[src/rtl/add_sched_pkg.sv]
// Shared types and arbitration helper for the round-robin adder scheduler.
// Latency: n/a (package, combinational helper only).
// Backpressure: n/a; rr_pick only decides among currently valid requesters.
package add_sched_pkg;

  // Result-register occupancy: IDLE = empty, FULL = holding a valid result.
  typedef enum logic {
    ST_IDLE = 1'b0,
    ST_FULL = 1'b1
  } state_e;

  // rr_pick works on a fixed-width vector; callers zero-extend into it.
  // The upper bit must stay unused, so NREQ is limited to MAX_NREQ-1.
  localparam int MAX_NREQ = 16;
  localparam int PTR_W    = 4;

  // One-hot grant to the first valid requester at or after ptr, modulo nreq.
  function automatic logic [MAX_NREQ-1:0] rr_pick(
    input logic [MAX_NREQ-1:0] valid,
    input logic [PTR_W-1:0]    ptr,
    input logic [PTR_W:0]      nreq
  );
    logic [MAX_NREQ-1:0] grant;
    logic                found;
    logic [PTR_W:0]      idx;
    logic [PTR_W:0]      k_l;
    grant = '0;
    found = 1'b0;
    for (int k = 0; k < MAX_NREQ; k++) begin
      k_l = (PTR_W+1)'(k);
      idx = {1'b0, ptr} + k_l;
      if (idx >= nreq) idx = idx - nreq;
      if (!found && (k_l < nreq) && valid[idx[PTR_W-1:0]]) begin
        grant[idx[PTR_W-1:0]] = 1'b1;
        found = 1'b1;
      end
    end
    return grant;
  endfunction

endpackage

[src/rtl/add_unit.sv]
// Registered WIDTH-bit adder with load enable; carry kept in sum[WIDTH].
// Latency: one cycle from load to sum/id.
// Backpressure: none; holds its value whenever load is low.
module add_unit #(
  parameter int WIDTH = 4,
  parameter int IDW   = 1
) (
  input  logic             clk,
  input  logic             rst_n,
  input  logic             i_load,
  input  logic [WIDTH-1:0] i_a,
  input  logic [WIDTH-1:0] i_b,
  input  logic [IDW-1:0]   i_id,
  output logic [WIDTH:0]   o_sum,
  output logic [IDW-1:0]   o_id
);

  logic [WIDTH:0] r_sum;
  logic [IDW-1:0] r_id;

  // Capture the zero-extended sum and its tag on load; clear on reset.
  always_ff @(posedge clk) begin
    if (!rst_n) begin
      r_sum <= '0;
      r_id  <= '0;
    end else if (i_load) begin
      r_sum <= {1'b0, i_a} + {1'b0, i_b};
      r_id  <= i_id;
    end
  end

  assign o_sum = r_sum;
  assign o_id  = r_id;

endmodule

[src/rtl/add_rr_scheduler.sv]
// Round-robin share of one registered adder between NREQ valid/ready requesters.
// Latency: one cycle from handshake to tagged result on res_*.
// Backpressure: a held result with res_ready low blocks every grant; consume+grant same cycle.
module add_rr_scheduler
  import add_sched_pkg::*;
#(
  parameter int WIDTH = 4,
  parameter int NREQ  = 2,
  localparam int IDW  = $clog2(NREQ)
) (
  input  logic                  clk,
  input  logic                  rst_n,
  input  logic [NREQ-1:0]       req_valid,
  input  logic [NREQ*WIDTH-1:0] req_a,
  input  logic [NREQ*WIDTH-1:0] req_b,
  output logic [NREQ-1:0]       req_ready,
  output logic                  res_valid,
  output logic [WIDTH:0]        res_sum,
  output logic [IDW-1:0]        res_id,
  input  logic                  res_ready,
  output logic [7:0]            op_count
);

  localparam logic [PTR_W:0] NREQ_L = (PTR_W+1)'(NREQ);

  state_e               r_state;
  logic [IDW-1:0]       r_ptr;
  logic [7:0]           r_count;

  logic                 w_can_accept;
  logic                 w_consume;
  logic [MAX_NREQ-1:0]  w_valid_ext;
  logic [PTR_W-1:0]     w_ptr_ext;
  logic [MAX_NREQ-1:0]  w_pick;
  logic [NREQ-1:0]      w_grant;
  logic                 w_any_grant;
  logic [IDW-1:0]       w_gid;
  logic [IDW-1:0]       w_ptr_next;
  logic [WIDTH-1:0]     w_a;
  logic [WIDTH-1:0]     w_b;
  logic                 w_pick_unused;

  // A new operand pair fits when the result register is empty or drains this cycle.
  assign w_can_accept = (r_state == ST_IDLE) | res_ready;
  assign w_consume    = (r_state == ST_FULL) & res_ready;

  // Widen request vector and pointer to the helper's fixed width.
  always_comb begin
    w_valid_ext = '0;
    w_valid_ext[NREQ-1:0] = req_valid;
    w_ptr_ext = '0;
    w_ptr_ext[IDW-1:0] = r_ptr;
  end

  assign w_pick        = rr_pick(w_valid_ext, w_ptr_ext, NREQ_L);
  assign w_pick_unused = ^w_pick[MAX_NREQ-1:NREQ];

  // Grants are suppressed in reset so nothing is handshaken that reset would then drop.
  assign w_grant     = (rst_n && w_can_accept) ? w_pick[NREQ-1:0] : '0;
  assign w_any_grant = |w_grant;
  assign req_ready   = w_grant;

  // Encode the one-hot grant into the requester index.
  always_comb begin
    w_gid = '0;
    for (int i = 0; i < NREQ; i++) begin
      if (w_grant[i]) w_gid = IDW'(i);
    end
  end

  assign w_ptr_next = (w_gid == IDW'(NREQ-1)) ? '0 : w_gid + 1'b1;
  assign w_a        = req_a[w_gid*WIDTH +: WIDTH];
  assign w_b        = req_b[w_gid*WIDTH +: WIDTH];

  // Occupancy state, round-robin pointer and consumed-result counter.
  always_ff @(posedge clk) begin
    if (!rst_n) begin
      r_state <= ST_IDLE;
      r_ptr   <= '0;
      r_count <= '0;
    end else begin
      if (w_consume) r_count <= r_count + 8'd1;
      if (w_any_grant) begin
        r_state <= ST_FULL;
        r_ptr   <= w_ptr_next;
      end else if (w_consume) begin
        r_state <= ST_IDLE;
      end
    end
  end

  add_unit #(
    .WIDTH(WIDTH),
    .IDW  (IDW)
  ) u_add (
    .clk   (clk),
    .rst_n (rst_n),
    .i_load(w_any_grant),
    .i_a   (w_a),
    .i_b   (w_b),
    .i_id  (w_gid),
    .o_sum (res_sum),
    .o_id  (res_id)
  );

  assign res_valid = (r_state == ST_FULL);
  assign op_count  = r_count;

endmodule

[config.mk]
export PLATFORM = sky130hd
export DESIGN_NAME = add_rr_scheduler
export DESIGN_NICKNAME = d
export VERILOG_FILES = /design/src/rtl/add_sched_pkg.sv /design/src/rtl/add_unit.sv /design/src/rtl/add_rr_scheduler.sv
export SDC_FILE = /design/constraint.sdc
export NUM_CORES = 1
export LEC_CHECK = 0
export ABC_AREA = 1
export CAP_MARGIN = 25
export CELL_PAD_IN_SITES_DETAIL_PLACEMENT = 0
export CELL_PAD_IN_SITES_GLOBAL_PLACEMENT = 1
export CORE_MARGIN = 4
export CORE_UTILIZATION = 31
export CTS_BUF_LIST = sky130_fd_sc_hd__clkbuf_2
export DETAILED_ROUTE_END_ITERATION = 7
export MAX_ROUTING_LAYER = met4
export PLACE_DENSITY = 0.94
export SLEW_MARGIN = 10
export SYNTH_ARGS = -nofsm -noshare
export SYNTH_HDL_FRONTEND = slang
export SYNTH_HIERARCHICAL = 1
export SYNTH_SLANG_ARGS = --single-unit
[constraint.sdc]
create_clock -name clk -period 2.3 [get_ports clk]
set_clock_uncertainty 0.2 [all_clocks]
set_input_delay 0.345 -clock clk [delete_from_list [all_inputs] [get_ports clk]]
set_output_delay 0.345 -clock clk [all_outputs]
set_load 0.01 [all_outputs]
-- Yosys cells after proc, flatten, opt, wreduce, memory -nomap -nowiden
Index checks and enable logic that the tools add are counted.
- input port bits: 21
- logic and storage cells: 48
- output and inout bits: 17
- bits in registers: 16
- muxes and demuxes: 18
- shifts and indexed selects: 2
- bitwise operators: 4
- reduce and logical (&&, ||, !) cells: 7
- add/sub/neg operators: 6
- order comparisons: 6
- operators with widths (kind ; count):
    variable part select 8 x 4 -> 4 bit ; 2
    less-than comparator 4 x 5 -> 1 bit, second input constant ; 2
    two-way mux 1 bit ; 9
    adder 8 x 1 -> 8 bit, second input constant ; 1
    binary-select mux 1 bit (select 4 bit) ; 2
    demux 1 bit (select 4 bit) ; 2
    greater-or-equal comparator 4 x 1 -> 1 bit, second input constant ; 2
    two-way mux 4 bit ; 2
    two-way mux 2 bit ; 3
    adder 4 x 4 -> 5 bit ; 1
    logical AND 1 bit ; 4
    subtractor 1 x 2 -> 3 bit, second input constant ; 1
    subtractor 2 x 2 -> 3 bit, second input constant ; 1
    adder 1 x 1 -> 2 bit, second input constant ; 1
    greater-or-equal comparator 1 x 2 -> 1 bit, second input constant ; 1
    greater-or-equal comparator 2 bit, second input constant ; 1
    OR 2 bit ; 1
    nonzero test 2 bit ; 1
    OR reduction 2 bit ; 1
    adder 1 bit, second input constant ; 1
    bitwise AND 1 bit ; 1
    zero test 1 bit ; 1
    NOT 1 bit ; 1
    OR 1 bit ; 1

-- Logic depth before layout (Yosys ltp)
- depth after elaboration: 13
- mapped depth: 14

-- By module
Netlist, hierarchy kept.
- modules (own cells, without submodules) (module ; area each (um2) ; seq. area each (um2) ; times used ; cells an instance):
    add_rr_scheduler ; 656.9 ; 200.2 ; 1 ; 103
    add_unit ; 362.8 ; 120.1 ; 1 ; 51

-- Least setup slack after synthesis
No wires, ideal clock.
- path type: input-to-reg
- from: input port rst_n
- to: register u_add.r_sum[2] (netlist: u_add/o_sum[2])
- library setup time: 0.113 ns
- required time: 1.987 ns
- path slack: 0.184 ns
- arrival: 1.803 ns
- stages: 13
- cells stage by stage: buf_4 inv_2 a21oi_2 nand2_2 buf_6 nand2_1 nand2_1 ha_1 inv_1 fa_1 xnor2_1 o21ai_1 inv_1
- word-level cells in the longest chain between the ends: 5
- elaborated cells between the ends (all ways): 7
- ends and longest elaborated chain (element ; RTL line ; RTL):
    from (decl) ; add_rr_scheduler.sv:12 ; input logic rst_n,
    logical AND 1 bit ; add_rr_scheduler.sv:59 ; assign w_grant = (rst_n && w_can_accept) ? w_pick[NREQ-1:0] : '0;
    two-way mux 2 bit ; add_rr_scheduler.sv:59 ;
    two-way mux 1 bit ; add_rr_scheduler.sv:67 ; if (w_grant[i]) w_gid = IDW'(i);
    variable part select 8 x 4 -> 4 bit ; add_rr_scheduler.sv:72 ; assign w_a = req_a[w_gid*WIDTH +: WIDTH];
    named net w_a[0] ; add_rr_scheduler.sv:39 ; logic [WIDTH-1:0] w_a;
    adder 4 x 4 -> 5 bit ; add_unit.sv:27 ; r_sum <= {1'b0, i_a} + {1'b0, i_b};
    to (signal assigned) ; add_unit.sv:27 ;
    to (decl) ; add_unit.sv:18 ; logic [WIDTH:0] r_sum;
The timed path passes the listed nets, and every way through them passes these cells.
A chain may end at the register's enable or synchronous reset.

-- Final worst setup path
- from: input port req_valid[0]
- to: register u_add.r_sum[2] (netlist: u_add/o_sum[2])
- word-level cells in the longest chain between the ends: 10
- elaborated cells between the ends (all ways): 16
- ends and longest elaborated chain (element ; RTL line ; RTL):
    from (decl) ; add_rr_scheduler.sv:13 ; input logic [NREQ-1:0] req_valid,
    binary-select mux 1 bit (select 4 bit) ; add_sched_pkg.sv:33 ; if (!found && (k_l < nreq) && valid[idx[PTR_W-1:0]]) begin
    two-way mux 1 bit (implied by the code) ; add_sched_pkg.sv:33 ;
    two-way mux 1 bit ; add_sched_pkg.sv:33 ;
    zero test 1 bit ; add_sched_pkg.sv:33 ;
    logical AND 1 bit ; add_sched_pkg.sv:33 ;
    two-way mux 2 bit (*) ; add_sched_pkg.sv:33 ;
    two-way mux 2 bit (*) ; add_rr_scheduler.sv:59 ;
    two-way mux 1 bit (*) ; add_rr_scheduler.sv:67 ;
    variable part select 8 x 4 -> 4 bit (*) ; add_rr_scheduler.sv:73 ; assign w_b = req_b[w_gid*WIDTH +: WIDTH];
    named net w_b[0] ; add_rr_scheduler.sv:40 ; logic [WIDTH-1:0] w_b;
    adder 4 x 4 -> 5 bit (*) ; add_unit.sv:27 ;
The timed path passes the listed nets; every way through them passes the cells marked *. The select of a mux whose other input is x is not followed.

==> reports/metrics.yaml <==
yosysWarnings: 6
total_power_uw: 647
hpwlAfterDp_mm: 1.92
drt_iter0_drc: 30
final_hold_violating_endpoints: 0
final-max-slew-violation-count: 0
numCtsBuffers: 3
hold_path_class: "input pin to register"
postLayoutCellArea_um2: 1540
wl_per_cell_um: 9.66
place_area_um2: 1500
worst_setup_hold_path_clk_slew_ps: 170
portion_of_the_post_synthesis_area_used_by_sequential_elements_pct: 31.4
power-per-cell-area_nw_per_um2: 420
insertedDiodeCount: 0
cp_cell_sequence: "clkdlybuf4s50_1 -> a21oi_2 -> nand2_2 -> buf_4 -> nand2_1 -> nand2_1 -> ha_2 -> inv_1 -> fa_2 -> xnor2_1 -> o21ai_1 -> inv_1"
synth.avg_cell_area_um2: 6.62
clock_latency_ps: 290
final-instance-count-excl-fill: 247
clock_tree.buffer_depth: 2
path_class: "input pin to register"
outcome: "finished, final reports clean"
timing.critical_path.to_type: "register"
critical-path-slowest-cell: "sky130_fd_sc_hd__clkdlybuf4s50_1"
path_max_fanout: 7
maximum_ir_drop_on_the_vdd_rail_v: 0.000161
crit_required_ps: 2290
tritoncts: "yes"
syn_std_cell_area_um2: 1020
max-cap-violations: 0
grt_max_degree: 14
gr-total-overflow: 0
detail_route.drc_violations: 0
placement.setup.worst_slack_ps: -262
critical_r2r_capture: "u_add/o_sum[2]"
route.vias.total: 1081
fin_hold_ws_ps: 217
floorplan.initialDensity_pct: 32.9
finalSetupTns_ps: 0
netlist_instances: 154
top_level_ports: 38
ctsHtreeMaxLevel: 1
worst_pin_slew_ps: 229
layout.filler_cells: 326
avgViaCountPerCell: 4.38
grt_pass1_wl_mm: 3.84
first_global_vias: 951
drt-total-wl_mm: 2.39
worstSetupStartpoint: "req_valid[0]"
multiInputGateArea_um2: 578
static-leakage-power_nw: 0.747
dominantRegCellSynth: "sky130_fd_sc_hd__dfxtp_1"
placement.io_buffers: 37
finalCritPeriodShare_pct: 94.8
critPathMaxStageDelay_ps: 490
die_height_um: 65.4
gr-usage-all-layers_pct: 11.7
detail-route-antenna-nets: 0
regToRegStartpoint: "r_ptr"
clock_sinks: 16
floorplan.die_area_um2: 4270
fp.coreArea_um2: 3100
antenna_found_initial: 0
period_needed_ps: 2180
die_w_um: 65.4
synthTopCellsByArea: "sky130_fd_sc_hd__dfxtp_1 31%, sky130_fd_sc_hd__nand2_1 17%, sky130_fd_sc_hd__inv_1 8.1%, sky130_fd_sc_hd__ha_1 6.1%, sky130_fd_sc_hd__nor2_1 5.5%"
area_growth_pct: 50.9
synth.ff_latch_count: 16
achievable-frequency_mhz: 459
cts_hold_buf: 0
endpoint: "u_add/o_sum[2]"
async_reset_ff_share_pct: 0
slew-limit-headroom_pct: 84.7
r2r_slack_ps: 250
yosysTopAreaCellShare_pct: 31.4
synthesis.nets: 181
number_of_setup_violations_in_the_final_report: 0
firstDrtPassIters: 6
row_count: 20
synth_largest_area_cell: "sky130_fd_sc_hd__dfxtp_1"
finalWeightedCongestion: 0.800
arrival_time_of_the_worst_setup_path_ps: 2170
place.detailed.instances: 242
final_core_util_pct: 49.6
ys_types: 25
synth-edff-count: 0
fin_nets: 231
final_layout_size_suffix_gt1_share_pct: 16.7
timing.critical_path.from_type: "input pin"
register_area_um2: 320
post_route_setup_slack_ps: 120
reg2reg_depth: 12
cts-root-buf: "sky130_fd_sc_hd__clkbuf_2"
flip-flops by register name, summed over array words and instances, names as in the netlist:
register / cells
op_count: 8
r_ptr: 1
res_valid: 1
u_add/o_id: 1
u_add/o_sum: 5
metal layers:
layer	up-vias	part of all wire (%)	GRT usage [%]
met3	2	6.4	3.25
met4	0	0.46	3.89
li1	577	-	-
met1	473	48	12.3
met2	29	45	20.9
met5	-	0	-
worst min path at each step:
stage                startpoint        endpoint  slack [ps]  cells past startpoint
floorplan                 rst_n  u_add/o_sum[4]         280                      2
global placement    op_count[3]     op_count[3]         280                      1
detailed placement  op_count[3]     op_count[3]         290                      1
CTS                 op_count[3]     op_count[3]         320                      1
global route          res_ready       res_valid         230                      4
finish                res_ready       res_valid         220                      4
cells in the mapped netlist (2+ instances only):
library cell,number
sky130_fd_sc_hd__nand2_2,2
sky130_fd_sc_hd__nor2_1,15
sky130_fd_sc_hd__buf_4,2
sky130_fd_sc_hd__o21ai_1,7
sky130_fd_sc_hd__dfxtp_1,16
sky130_fd_sc_hd__nand4_1,3
sky130_fd_sc_hd__a21oi_1,8
sky130_fd_sc_hd__nand3_1,6
sky130_fd_sc_hd__nand2_1,46
sky130_fd_sc_hd__inv_2,3
sky130_fd_sc_hd__nor2_2,5
sky130_fd_sc_hd__ha_1,5
sky130_fd_sc_hd__o21ai_0,3
sky130_fd_sc_hd__inv_1,22
power by group:
part | total [mW] | switching (mW) | internal [mW]
logic | 0.215 | 0.0991 | 0.116
clock network | 0.128 | 0.0898 | 0.0378
registers | 0.304 | 0.0106 | 0.294
total | 0.647 | 0.199 | 0.447
cell usage in the layout (no fill, tap or decap), drive strengths merged:
master and count:
dlygate4sd2 2, o21ai 10, o21a 1, a31oi 1
ha 5, fa 1, dlymetal6s2s 2, buf 12
nand3 7, clkinv 1, xnor2 1, inv 26
nor3 1, clkbuf 3, a21oi 9, dfxtp 16
nand2 48, clkdlybuf4s50 33, nor2 21, nand4 3
worst max-delay path: cells and delay by family:
kind	cells	cell delay, ps
and+or+nand+nor	3	230
adders and majority gates	2	520
AOI/OAI and AO/OA	2	200
xor gates and xnor gates	1	130
buffers and inverters	4	750
cells by family after synthesis:
logic type / Yosys count / synth area share (%)
and+or+nand+nor: 80 / 35.2
DFF: 16 / 31.4
buffers and inverters: 30 / 12.8
AOI/OAI and AO/OA: 21 / 11.7
adders and majority gates: 6 / 8.10
xor gates and xnor gates: 1 / 0.859
final cells by class:
| class | instances | area share (%) |
|---|---|---|
| Multi-Input combinational cell | 108 | 37.6 |
| Timing Repair Buffer | 49 | 30.3 |
| Sequential cell | 16 | 20.8 |
| Inverter | 26 | 6.50 |
| Tap cell | 44 | 3.58 |
| Clock buffer | 3 | 0.976 |
| Clock inverter | 1 | 0.244 |
timing repair:
action | 4_1_cts | 5_1_grt
hold endpoints to repair | 0 | 0
gates resized for setup | 3 | 6
endpoints found under the setup margin | 2 | 2
setup buffers | 0 | 1
pin swaps | 0 | 1
Power figures use the tool's default switching activity.
==> RTL edit 1 (same flow settings) <==
Set the package constant `MAX_NREQ` to 8 (it was 16).
--- a/src/rtl/add_sched_pkg.sv
+++ b/src/rtl/add_sched_pkg.sv
@@ -13,3 +13,3 @@
   // The upper bit must stay unused, so NREQ is limited to MAX_NREQ-1.
-  localparam int MAX_NREQ = 16;
+  localparam int MAX_NREQ = 8;
   localparam int PTR_W    = 4;
Formal check against the unedited RTL: equivalent (Yosys induction, for registers that start in step).
==> RTL edit 1 against the unedited design <==
  * Fmax down 0.13%
  * Sequential cell count unchanged
  * Routed wire length down 2.4%
  * Design area down 2.4%
  * Critical path type unchanged
  * Final cell count up 0.81%
  * Setup slack worse by 0.0029 ns
  * Power down 0.91%
  * Synthesized area down 2.6%
==> RTL edit 1: results (changes against the unedited design) <==
- The total iterations of the first detailed-routing run is 5 (-1).
- The number of combinational gates with multiple inputs is 111 (+2.8%).
- The global router's overall resource usage is 12.2% (+0.50 points).
- The net count of the mapped netlist came to 185 (+2.2%).
- The clock network area share is 1.25% (+0.029 points).
- The net count of the finished layout came to 233 (+0.87%).
- The wire length of the first global-routing pass is 3910 um (+1.6%).
- The number of non-clock inverters in the layout is 27 (+3.8%).
- The number of global-route vias before repair is 941 (-1.1%).
- The multi-input logic portion of the cell area is 37.2% (-0.34 points).
- The maximum fanout along the worst path came to 10 (+3).
- The non-clock buffer count in the final layout came to 47 (-4.1%).
- The pre-CTS setup slack is -0.311 ns (-0.0491 ns).
- The flip-flop and latch count came to 16 (unchanged).
- The final estimated routing congestion in global placement is 0.825 (+3.2%).
- The pin count of the biggest net entering global routing was 16 (+2).
- The number of DRC violations after detailed-routing iteration 0 is 39 (+30%).
- The count of vias placed by the detailed router was 1,064 (-1.6%).
- The final routed wire length divided by cell count is 9.35 um (-3.2%).
- The distinct cell type count after synthesis is 20 (-20%).
- The static power due to leakage is 0.717 nW (-4.1%).
- The clock reaches the later pin of the worst-skew pair after 0.30 ns.
- The initial antenna violation count came to 0 (unchanged).
- The synthesized-area fraction occupied by xor and xnor cells came to 0.882% (+0.023 points).
- The run finished with clean final reports.
- The adder and majority cell fraction of the synthesized area was 8.31% (+0.21 points).
- The compound-gate portion of the synthesized area came to 11.0% (-0.70 points).
- The maximum VDD drop is 0.161 mV (about the same).
- The post-synthesis sequential area ratio is 32.2% (+0.83 points).
- The relative area of non-clock buffer cells in the final design is 29.8% (-0.52 points).
- By area the synthesized netlist is led by dfxtp_1, nand2_1, inv_1.
- The actual transition at the worst max-transition pin is 0.189 ns (-0.0401 ns).
- The commonest cells after synthesis are nand2_1, inv_1, nor2_1.
- The estimated wirelength of the detail-placed design came to 1870 um (-2.7%).
[RTL edit 1: cell count changes after synthesis, sizes merged]
cell / unedited run / this run
nor2: 21 / 23
o21a: 1 / 0
nor3: 1 / 0
nand2: 48 / 49
nand4: 3 / 4
inv: 25 / 27
clkinv: 1 / 0
o21bai: 0 / 1
[RTL edit 1: timing repair]
action                                  CTS  global route
setup buffers                             1             0
pin swaps                                 0             3
endpoints found under the setup margin    2             3
hold endpoints to repair                  0             0
gates resized for setup                   5             5
[RTL edit 1: metrics by stage]
stage | cell area, um^2 | instances | power (mW)
after detailed placement | 1470 | 245 | 0.517
after global placement | 1470 | 245 | 0.518
final | 1500 | 249 | 0.641
after global routing | 1500 | 249 | 0.689
after CTS | 1490 | 250 | 0.649
after floorplan | 993 | 158 | 0.416
[RTL edit 1: final timing paths]
kind	start	to	slack, ns	cells after the start
max	req_valid[0]	u_add/o_sum[2]$_SDFFE_PN0P_	0.12	12
min reg2reg	u_add/o_sum[1]$_SDFFE_PN0P_	u_add/o_sum[1]$_SDFFE_PN0P_	0.31	2
min	res_ready	res_valid$_SDFFE_PN0P_	0.18	4
max reg2reg	r_ptr$_SDFFE_PN0P_	u_add/o_sum[2]$_SDFFE_PN0P_	0.24	12
[RTL edit 1: layer usage]
layer	vias to the layer above	part of all wire (%)	track usage (%)
li1	584	-	-
met1	456	49	15.3
met2	22	46	18.6
met3	2	4.4	3.81
met4	0	0.82	3.96
met5	-	0	-
[RTL edit 1: power breakdown]
part / internal, mW / switching, mW / total (mW)
clock: 0.0378 / 0.0882 / 0.126
sequential: 0.294 / 0.0111 / 0.305
combinational: 0.113 / 0.0970 / 0.210
total: 0.444 / 0.196 / 0.641
==> RTL edit 2 (same settings) <==
Without the edit above. Register the output `op_count` once more; this adds one clock of latency there. The other outputs are not delayed to match.
--- a/src/rtl/add_rr_scheduler.sv
+++ b/src/rtl/add_rr_scheduler.sv
@@ -106,3 +106,5 @@
   assign res_valid = (r_state == ST_FULL);
-  assign op_count  = r_count;
+  always_ff @(posedge clk) begin
+    op_count <= r_count;
+  end
 
Behaviour: not the same (Yosys sat finds a counterexample within 4 cycles, from zero or initial values and one cycle with rst_n low).
==> RTL edit 2 against the unedited design <==
  * Global-route usage is 0.83 points lower
  * Setup slack worse by 0.013 ns
  * Power is 25% higher
  * Fmax is 0.59% lower
  * Combinational power is 5% lower
  * Utilization is 1.4 points lower
  * Routed wire length is 1.9% lower
  * Design area is 8.7% higher
  * Sequential cell count is 8 higher
  * Via count is 1.7% higher
  * Sequential share of layout area is 8.0 points higher
  * Synthesized area is 13% higher
  * Critical path type unchanged
  * Critical endpoint is now u_add/o_sum[4]$_SDFFE_PN0P_
  * Largest cell class unchanged
  * Largest power group unchanged
==> RTL edit 2: results (changes against the unedited design) <==
- The combinational power is 204 uW (-5%).
- The final routed wire length divided by cell count is 9.10 um (-5.7%).
- The instance area at placement came to 0.00162 mm^2 (+8.4%).
- The level count of the clock H-tree was 1 (unchanged).
- The pin count of the biggest net entering global routing came to 15 (+1).
- The actual transition at the worst max-transition pin is 0.256 ns (+0.0270 ns).
- The final estimated routing congestion in global placement came to 0.800 (about the same).
- The number of cells in the finished layout apart from fillers is 257 (+4.0%).
- The instance count after placement with tap cells included was 250 (+3.3%).
- The number of flops mapped to enable cells by yosys came to 0 (unchanged).
- The final hold slack is 0.188 ns (-0.0292 ns).
- The commonest cells after synthesis are nand2_1, dfxtp_1, nor2_1.
- The fraction of synthesis flops using an asynchronous set or reset pin is 0% (unchanged).
- The reported sequential group power came to 447 uW (+47%).
- The net count of the finished layout came to 239 (+3.5%).
- Relative to the synthesized area, the layout overhead comes to 44.9%.
- Yosys attributes the largest share of cell area to dfxtp_1, nand2_1, nor2_1.
- The initial antenna violation count is 0 (unchanged).
- The fraction of final layout cells sized beyond drive strength 1 is 12.3% (-4.4 points).
- The number of cells produced by synthesis is 162 (+5.2%).
- The number of buffers added on ports came to 37 (unchanged).
- The data arrival time of the critical path was 2.27 ns (+0.10 ns).
- The maximum fanout along the worst path is 6 (-1).
- Ranked by power, first place goes to registers.
- The global router's overall resource usage came to 10.8% (-0.83 points).
- In this run the worst hold path is classified as register to register.
- The estimated wirelength of the detail-placed design is 1850 um (-3.4%).
- The maximum VDD drop is 0.187 mV (+16%).
- The number of vias per cell after detailed routing is 4.28 (-2.3%).
- The synthesized-area fraction occupied by xor and xnor cells is 0.758% (-0.10 points).
- The total iterations of the first detailed-routing run is 4 (-2).
- The total of fill cells in the finished design is 364 (+12%).
- The clock insertion delay at the later pin of the skew report is 0.32 ns (+0.03 ns).
- The slack of the worst reg-to-reg path is 0.19 ns (-0.06 ns).
- The post-synthesis mux area share is 0% (unchanged).
- The clock edge transition at the registers on the reported setup and hold paths is 0.21 ns (+0.04 ns).
- In the synthesized netlist the dominant register cell turns out to be dfxtp_1.
- The number of clock buffers inserted by TritonCTS was 3 (unchanged).
- The cell sitting at the root of the clock tree is a clkbuf_2.
- The number of DRC violations after detailed-routing iteration 0 was 53 (+77%).
- The net count of the mapped netlist is 189 (+4.4%).
- The adder and majority cell fraction of the synthesized area is 7.15% (-0.95 points).
- The number of warning messages in the yosys log is 6 (unchanged).
- The diode insertion count for antenna repair is 0 (unchanged).
- The run finished with clean final reports.
- The static power due to leakage was 0.776 nW (+3.9%).
- The compound-gate portion of the synthesized area is 8.56% (-3.1 points).
- The switching share of power was 27.8% (-3.0 points).
- The post-synthesis sequential area ratio is 41.6% (+10 points).
- The wire length of the first global-routing pass is 4350 um (+13%).
- The distinct cell type count after synthesis is 23 (-8.0%).
- The maximum number of buffers from clock root to sink is 2 (unchanged).
- The number of global-route vias before repair is 1,110 (+17%).
- The slack of the critical path is 0.107 ns (-0.0130 ns).
- The post-layout total power is 809 uW (+25%).
- The pre-CTS setup slack was -0.239 ns (+0.0229 ns).
==> RTL edit 2: changes by cell type after synthesis, moves of 2 or more <==
| cell | delta |
|---|---|
| nand3_1 | +3 |
| nand2_1 | +2 |
| nor2_1 | +7 |
| dfxtp_1 | +8 |
| inv_1 | -4 |
| o21ai_1 | -2 |
| nor2_2 | -3 |
==> RTL edit 2: layout make-up <==
type	count	area share (%)
Multi-Input combinational cell	113	34.4
Inverter	22	5.09
Clock buffer	3	0.898
Tap cell	46	3.44
Sequential cell	24	28.8
Timing Repair Buffer	48	27.2
Clock inverter	1	0.224
==> RTL edit 2: worst max-delay path, stage by stage <==
cell and delay [ns]:
clkdlybuf4s50_1 0.50, inv_2 0.04, nand2_2 0.07, nand4_4 0.12
inv_4 0.08, buf_4 0.12, nand2_1 0.05, nand2_1 0.06
ha_1 0.16, inv_1 0.06, fa_2 0.34, o21ai_1 0.13
nand2_1 0.08, a21oi_2 0.12
==> RTL edit 2: repair_timing <==
action,CTS,global route
endpoints found under the setup margin,2,3
resized for setup,3,3
buffers inserted,2,1
pin swaps,0,0
==> RTL edit 2: path summary, 6_finish.rpt <==
kind	from	cells past startpoint	end
setup / recovery	res_ready	14	u_add/o_sum[4]$_SDFFE_PN0P_
hold / removal	r_count[7]$_SDFFE_PN0P_	0	op_count[7]$_DFF_P_
setup reg to reg	r_ptr$_SDFFE_PN0P_	13	u_add/o_sum[4]$_SDFFE_PN0P_
hold reg to reg	r_count[7]$_SDFFE_PN0P_	0	op_count[7]$_DFF_P_
==> RTL edit 2: per-layer routing <==
layer	global-route usage (%)	routed length, um	vias up
met3	2.03	138	2
li1	-	-	606
met4	3.25	12	0
met1	12.9	1090	464
met5	-	0	-
met2	18.4	1100	27
